===== src/rtl/mc_pkg.sv =====
// Shared types and default geometry for the motion-compensation residual engine.
package mc_pkg;

   localparam int MC_PIXEL_WIDTH  = 8;
   localparam int MC_ROW_PIXELS   = 4;
   localparam int MC_ROWS_PER_BLK = 4;
   localparam int MC_N_BLK        = 4;
   localparam int MC_DC_WIDTH     = 16;

   typedef logic [MC_PIXEL_WIDTH-1:0]      pixel_t;
   typedef logic signed [MC_PIXEL_WIDTH:0] resid_t;

   typedef enum logic {
      MC_IDLE,
      MC_RUN
   } mc_state_e;

endpackage


===== src/rtl/mc_residual_lane.sv =====
// One pixel lane: optional bi-pred rounding average, then signed residual curr - pred.
// Purely combinational; the top registers the result.
module mc_residual_lane
   import mc_pkg::*;
#(
   parameter int PIXEL_WIDTH = MC_PIXEL_WIDTH
) (
   input  logic [PIXEL_WIDTH-1:0]      curr,
   input  logic [PIXEL_WIDTH-1:0]      ref0,
   input  logic [PIXEL_WIDTH-1:0]      ref1,
   input  logic                        bipred,
   output logic signed [PIXEL_WIDTH:0] residual
);

   logic [PIXEL_WIDTH:0]   bi_sum;
   logic [PIXEL_WIDTH-1:0] pred;

   always_comb begin
      // One extra bit holds ref0 + ref1 + 1 exactly, so the average never clips.
      bi_sum   = {1'b0, ref0} + {1'b0, ref1} + {{PIXEL_WIDTH{1'b0}}, 1'b1};
      pred     = bipred ? bi_sum[PIXEL_WIDTH:1] : ref0;
      residual = $signed({1'b0, curr}) - $signed({1'b0, pred});
   end

endmodule


===== src/rtl/mc_residual_engine.sv =====
// Inter-prediction residual engine: one registered residual beat per accepted row,
// plus a per-sub-block DC sum on its own valid/ready channel.
module mc_residual_engine
   import mc_pkg::*;
#(
   parameter int PIXEL_WIDTH  = MC_PIXEL_WIDTH,
   parameter int ROW_PIXELS   = MC_ROW_PIXELS,
   parameter int ROWS_PER_BLK = MC_ROWS_PER_BLK,
   parameter int N_BLK        = MC_N_BLK,
   parameter int DC_WIDTH     = MC_DC_WIDTH
) (
   input  logic                                   clk,
   input  logic                                   reset,
   input  logic                                   in_valid,
   output logic                                   in_ready,
   input  logic                                   bipred,
   input  logic                                   ccin,
   input  logic [PIXEL_WIDTH*ROW_PIXELS-1:0]      curr_row,
   input  logic [PIXEL_WIDTH*ROW_PIXELS-1:0]      ref0_row,
   input  logic [PIXEL_WIDTH*ROW_PIXELS-1:0]      ref1_row,
   output logic                                   out_valid,
   input  logic                                   out_ready,
   output logic [(PIXEL_WIDTH+1)*ROW_PIXELS-1:0]  residual,
   output logic                                   out_last,
   output logic                                   out_cc,
   output logic                                   dc_valid,
   input  logic                                   dc_ready,
   output logic [DC_WIDTH-1:0]                    dc_data,
   output logic [(N_BLK > 1 ? $clog2(N_BLK) : 1)-1:0] dc_idx
);

   localparam int LW    = PIXEL_WIDTH + 1;
   localparam int IDX_W = (N_BLK > 1) ? $clog2(N_BLK) : 1;
   localparam int ROW_W = (ROWS_PER_BLK > 1) ? $clog2(ROWS_PER_BLK) : 1;
   localparam logic [ROW_W-1:0] ROW_LAST = ROW_W'(ROWS_PER_BLK - 1);
   localparam logic [IDX_W-1:0] BLK_LAST = IDX_W'(N_BLK - 1);

   if (DC_WIDTH < PIXEL_WIDTH + 1 + $clog2(ROW_PIXELS * ROWS_PER_BLK)) begin : g_dc_width_check
      $error("mc_residual_engine: DC_WIDTH too narrow for a full sub-block sum");
   end

   logic                         out_valid_q, out_valid_d;
   logic [LW*ROW_PIXELS-1:0]     residual_q, residual_d;
   logic                         out_last_q, out_last_d;
   logic                         out_cc_q, out_cc_d;
   logic                         dc_valid_q, dc_valid_d;
   logic signed [DC_WIDTH-1:0]   dc_data_q, dc_data_d;
   logic [IDX_W-1:0]             dc_idx_q, dc_idx_d;
   logic [ROW_W-1:0]             row_cnt_q, row_cnt_d;
   logic [IDX_W-1:0]             blk_cnt_q, blk_cnt_d;
   logic signed [DC_WIDTH-1:0]   acc_q, acc_d;

   mc_state_e                    state_q;
   logic                         mb_cc_q;

   logic signed [LW-1:0]         lane_res [ROW_PIXELS];
   logic signed [DC_WIDTH-1:0]   row_sum;
   logic signed [DC_WIDTH-1:0]   blk_sum;
   logic                         in_acc, out_hs, dc_hs;
   logic                         last_row, last_blk, first_beat, beat_cc, dc_block;

   for (genvar g = 0; g < ROW_PIXELS; g++) begin : g_lane
      mc_residual_lane #(
         .PIXEL_WIDTH (PIXEL_WIDTH)
      ) u_lane (
         .curr     (curr_row[g*PIXEL_WIDTH +: PIXEL_WIDTH]),
         .ref0     (ref0_row[g*PIXEL_WIDTH +: PIXEL_WIDTH]),
         .ref1     (ref1_row[g*PIXEL_WIDTH +: PIXEL_WIDTH]),
         .bipred   (bipred),
         .residual (lane_res[g])
      );
   end

   always_comb begin
      row_sum = '0;
      for (int i = 0; i < ROW_PIXELS; i++) begin
         row_sum = row_sum + {{(DC_WIDTH-LW){lane_res[i][LW-1]}}, lane_res[i]};
      end
      blk_sum = acc_q + row_sum;
   end

   assign last_row   = (row_cnt_q == ROW_LAST);
   assign last_blk   = (blk_cnt_q == BLK_LAST);
   // A pending DC that has not drained must not be overwritten by the next block's DC.
   assign dc_block   = dc_valid_q && !dc_ready && last_row;
   assign in_ready   = !reset && (!out_valid_q || out_ready) && !dc_block;
   assign in_acc     = in_valid && in_ready;
   assign out_hs     = out_valid_q && out_ready;
   assign dc_hs      = dc_valid_q && dc_ready;
   assign first_beat = (state_q == MC_IDLE) || ((row_cnt_q == '0) && (blk_cnt_q == '0));
   assign beat_cc    = first_beat ? ccin : mb_cc_q;

   always_comb begin
      out_valid_d = out_valid_q;
      residual_d  = residual_q;
      out_last_d  = out_last_q;
      out_cc_d    = out_cc_q;
      dc_valid_d  = dc_valid_q;
      dc_data_d   = dc_data_q;
      dc_idx_d    = dc_idx_q;
      row_cnt_d   = row_cnt_q;
      blk_cnt_d   = blk_cnt_q;
      acc_d       = acc_q;

      if (out_hs) begin
         out_valid_d = 1'b0;
      end
      if (dc_hs) begin
         dc_valid_d = 1'b0;
      end

      if (in_acc) begin
         out_valid_d = 1'b1;
         for (int i = 0; i < ROW_PIXELS; i++) begin
            residual_d[i*LW +: LW] = lane_res[i];
         end
         out_last_d = last_row && last_blk;
         out_cc_d   = beat_cc;

         if (last_row) begin
            row_cnt_d  = '0;
            blk_cnt_d  = last_blk ? '0 : blk_cnt_q + IDX_W'(1);
            acc_d      = '0;
            dc_valid_d = 1'b1;
            dc_data_d  = blk_sum;
            dc_idx_d   = blk_cnt_q;
         end else begin
            row_cnt_d  = row_cnt_q + ROW_W'(1);
            acc_d      = blk_sum;
         end
      end
   end

   always_ff @(posedge clk) begin
      if (reset) begin
         out_valid_q <= 1'b0;
         residual_q  <= '0;
         out_last_q  <= 1'b0;
         out_cc_q    <= 1'b0;
         dc_valid_q  <= 1'b0;
         dc_data_q   <= '0;
         dc_idx_q    <= '0;
         row_cnt_q   <= '0;
         blk_cnt_q   <= '0;
         acc_q       <= '0;
      end else begin
         out_valid_q <= out_valid_d;
         residual_q  <= residual_d;
         out_last_q  <= out_last_d;
         out_cc_q    <= out_cc_d;
         dc_valid_q  <= dc_valid_d;
         dc_data_q   <= dc_data_d;
         dc_idx_q    <= dc_idx_d;
         row_cnt_q   <= row_cnt_d;
         blk_cnt_q   <= blk_cnt_d;
         acc_q       <= acc_d;
      end
   end

   // Macroblock control; a new first beat accepted alongside the out_last handshake stays in RUN.
   always_ff @(posedge clk) begin
      if (reset) begin
         state_q <= MC_IDLE;
         mb_cc_q <= 1'b0;
      end else begin
         case (state_q)
            MC_IDLE: begin
               if (in_acc) begin
                  state_q <= MC_RUN;
                  mb_cc_q <= ccin;
               end
            end
            MC_RUN: begin
               if (in_acc && first_beat) begin
                  mb_cc_q <= ccin;
               end
               if (out_hs && out_last_q && !in_acc) begin
                  state_q <= MC_IDLE;
               end
            end
         endcase
      end
   end

   assign out_valid = out_valid_q;
   assign residual  = residual_q;
   assign out_last  = out_last_q;
   assign out_cc    = out_cc_q;
   assign dc_valid  = dc_valid_q;
   assign dc_data   = dc_data_q;
   assign dc_idx    = dc_idx_q;

endmodule


===== config.mk =====
export PLATFORM = sky130hd
export DESIGN_NAME = mc_residual_engine
export DESIGN_NICKNAME = d
export VERILOG_FILES = /design/src/rtl/mc_pkg.sv /design/src/rtl/mc_residual_lane.sv /design/src/rtl/mc_residual_engine.sv
export SDC_FILE = /design/constraint.sdc
export NUM_CORES = 1
export LEC_CHECK = 0
export ABC_AREA = 0
export CORE_ASPECT_RATIO = 0.6
export CORE_MARGIN = 2
export CORE_UTILIZATION = 35
export DETAILED_ROUTE_END_ITERATION = 10
export GPL_TIMING_DRIVEN = 0
export SETUP_SLACK_MARGIN = 0.5
export SLEW_MARGIN = 20
export SYNTH_ARGS = -nofsm -noshare
export SYNTH_HDL_FRONTEND = slang
export SYNTH_SLANG_ARGS = --single-unit

===== constraint.sdc =====
create_clock -name clk -period 6.8 [get_ports clk]
set_input_delay 1.02 -clock clk [delete_from_list [all_inputs] [get_ports clk]]
set_output_delay 1.02 -clock clk [all_outputs]
set_load 0.05 [all_outputs]

==> run_results.csv <==
group,metric,value,unit
route,drt_iter0_markers,421,
synth,synth_ff_type,"dfxtp_1",
synth,synthTopCellsByCount,"inv_1 (116), nand2_1 (98), a21oi_1 (85), nor2_1 (82)",
setup_path,r2r_cells,18,
synth,synth_nets,1129,
floorplan,die_h,117,um
floorplan,rows,41,
route,via_per_inst,4.90,
floorplan,coreArea,20900,um^2
placement,place_hpwl,18700,um
hold_path,hold_depth,2,
timing,clock_skew,0.00531,ns
setup_path,cp_max_fo,3,
synth,yosys.cell_count.top_type,"inv_1",
timing,worst_pin_slew,0.773,ns
synth,syn_avg_cell_area,8.30,um^2
cts,clockBufferDepth,2,
run_status,outcome,"complete, no violations",
timing,fmax,0.154,GHz
route,wire_per_inst,16.9,um
cells_and_area,area_growth,45.3,%
setup_path,worstPathArrival,6.76,ns
timing,hold_violations,0,
hold_path,hold_path.class,"flip-flop to flip-flop",
synth,seq_area_frac_synth,21.6,%
timing,setup_slack,0.305,ns
synth,syn_area,7420,um^2
timing,rsz0062_at_grt,"yes",
timing,finalCriticalPeriod,6.50,ns
cts,cts_tree,"yes",
cts,clock_latency,0.33,ns
route,routed_wl,23800,um
cells_and_area,drive_gt1_share,18.1,%
placement,post-place-ws,-0.870,ns
global_routing,grt_max_degree,14,
synth,async_flop_share,0,%
synth,synth-edff-count,0,
setup_path,worst-setup-path-type,"primary input to flip-flop",
cells_and_area,nNetsFinal,1359,
job,cap_violations,0,
timing,finalSetupViolCount,0,
timing,period_share,95.5,%
setup_path,crit_path_max_incr_delay,0.54,ns
global_routing,track_usage,21.3,%
cells_and_area,diodes,0,
cts,clk_pin_slew,0.06,ns
timing,worst_hold_slack,0.452,ns
placement,gp_congestion,0.857,
cts,clock-root-buffer,"clkbuf_16",
global_routing,antenna_found_initial,0,
setup_path,slowest_stage,"fa_1",
route,num_vias,6889,
floorplan,die_area,22400,um^2
synth,yosys-top-cells-area,"dfxtp_1 (22%), fa_1 (14%), ha_1 (13%)",
timing,slew-limit-headroom,48.5,%
timing,drv_slew,0,
placement,portBuffers,159,
cts,htree_levels,3,
floorplan,initial_core_util,35.5,%
synth,synth_top_area_share,21.6,%
floorplan,chipWidth,192,um
floorplan,pin_count,162,
route,drtPass1Iterations,5,
setup_path,start_kind,"primary input",
setup_path,crit_path_end_kind,"flip-flop",
synth,yosysUniqueCellTypes,52,
setup_path,cp.required,7.06,ns
route,drc,0,
global_routing,grt_overflow,0,
route,postRouteAntennaNets,0,
cts,cts_buffers,9,
synth,ys_seq_elements,80,
cts,cts_sinks,80,
setup_path,r2r_slack,2.67,ns
global_routing,first_global_vias,6589,
synth,synth_cells,894,
cells_and_area,final_util,51.5,%
synth,yosysTopAreaCell,"dfxtp_1",
global_routing,grt_pass1_wl,36400,um
synth,synth_warnings,0,
## layout by cell type, fill, tap and decap left out, types with 4 or more instances in the layout
master | synthesis | final
a211oi_1 | 17 | 14
a21o_1 | 22 | 22
a21oi_1 | 85 | 70
a21oi_2 | 0 | 13
a21oi_4 | 2 | 4
a22oi_1 | 9 | 8
buf_2 | 3 | 8
buf_4 | 0 | 55
buf_6 | 0 | 6
clkbuf_1 | 25 | 23
clkbuf_16 | 0 | 9
clkdlybuf4s50_1 | 0 | 138
dfxtp_1 | 80 | 80
dlygate4sd2_1 | 0 | 7
fa_1 | 52 | 49
ha_1 | 80 | 62
ha_4 | 0 | 18
inv_1 | 116 | 103
inv_2 | 0 | 11
mux2i_1 | 23 | 22
nand2_1 | 98 | 93
nand2_2 | 0 | 4
nand2b_1 | 10 | 10
nor2_1 | 82 | 76
nor2_2 | 0 | 4
nor2b_1 | 13 | 8
nor3_1 | 8 | 8
o21a_1 | 16 | 16
o21ai_0 | 32 | 15
o21ai_1 | 1 | 8
o21ai_2 | 0 | 9
o21bai_1 | 8 | 7
xnor2_1 | 39 | 28
xnor2_2 | 1 | 10
xor2_1 | 24 | 21
## per-layer routing
layer  up-vias  global-route usage [%]  wire [um]  share of wire (%)
li1       3433                       -          -                  -
met1      3220                    33.2      12000                 50
met4         0                    2.39        131               0.55
met3        11                    4.62       2190                9.2
met5         -                       0          0                  0
met2       225                    30.5       9560                 40
## flip-flops by register name, indices dropped and copies added, names as in the netlist
name,count
acc_q,16
residual,36
dc_valid,1
state_q,1
out_cc,1
out_last,1
out_valid,1
row_cnt_q,2
blk_cnt_q,2
dc_data,16
dc_idx,2
mb_cc_q,1
## layout make-up
| cell class | count | area (um^2) |
|---|---|---|
| Timing Repair Buffer | 219 | 2070 |
| Fill cell | 1995 | 10100 |
| Inverter | 116 | 445 |
| Clock buffer | 10 | 229 |
| Tap cell | 279 | 349 |
| Sequential cell | 80 | 1600 |
| Buffer | 31 | 138 |
| Multi-Input combinational cell | 667 | 5930 |
| Clock inverter | 5 | 33.8 |
## worst max-delay path: cells and delay by family
family                     cells  cell delay (ns)
xor gates and xnor gates       2             0.31
adders and majority gates      6             2.30
buffers and inverters          4             0.62
AOI/OAI and AO/OA              7             1.32
and+or+nand+nor                6             1.16
## path summary, 6_finish.rpt
check | startpoint | endpoint
setup / recovery | ref0_row[16] | dc_data[13]$_SDFFE_PP0P_
hold / removal | dc_data[6]$_SDFFE_PP0P_ | dc_data[6]$_SDFFE_PP0P_
setup reg to reg | acc_q[1]$_SDFFE_PP0P_ | dc_data[13]$_SDFFE_PP0P_
hold reg to reg | dc_data[6]$_SDFFE_PP0P_ | dc_data[6]$_SDFFE_PP0P_
## metrics by stage
stage	area, um^2	setup TNS [ns]	cells
after floorplan	7490	0	894
after global placement	9430	-8.25	1332
after detailed placement	9430	-9.02	1332
after CTS	10300	0	1391
after global routing	10800	0	1407
final	10800	0	1407
## cell families (layout without fill, tap and decap cells)
family,count (synthesis),after routing,share of synthesized area [%]
flops,80,80,21.6
xor+xnor,65,65,7.96
simple gates,231,231,13.6
mux,23,23,3.10
buf+inv,147,381,7.48
fa+ha+maj,132,132,27.5
compound gates,216,216,18.8
## timing repair
item                                   CTS  global route
buffers inserted                        44            16
endpoints found under the hold margin    0             0
resized for setup                      116            87
setup endpoints to repair               20            19
hold buffers                             0             0
pin swaps                               60            76
Power is not shown: default switching activity piles up to over one toggle a cycle in this logic, so the estimate is an artifact.
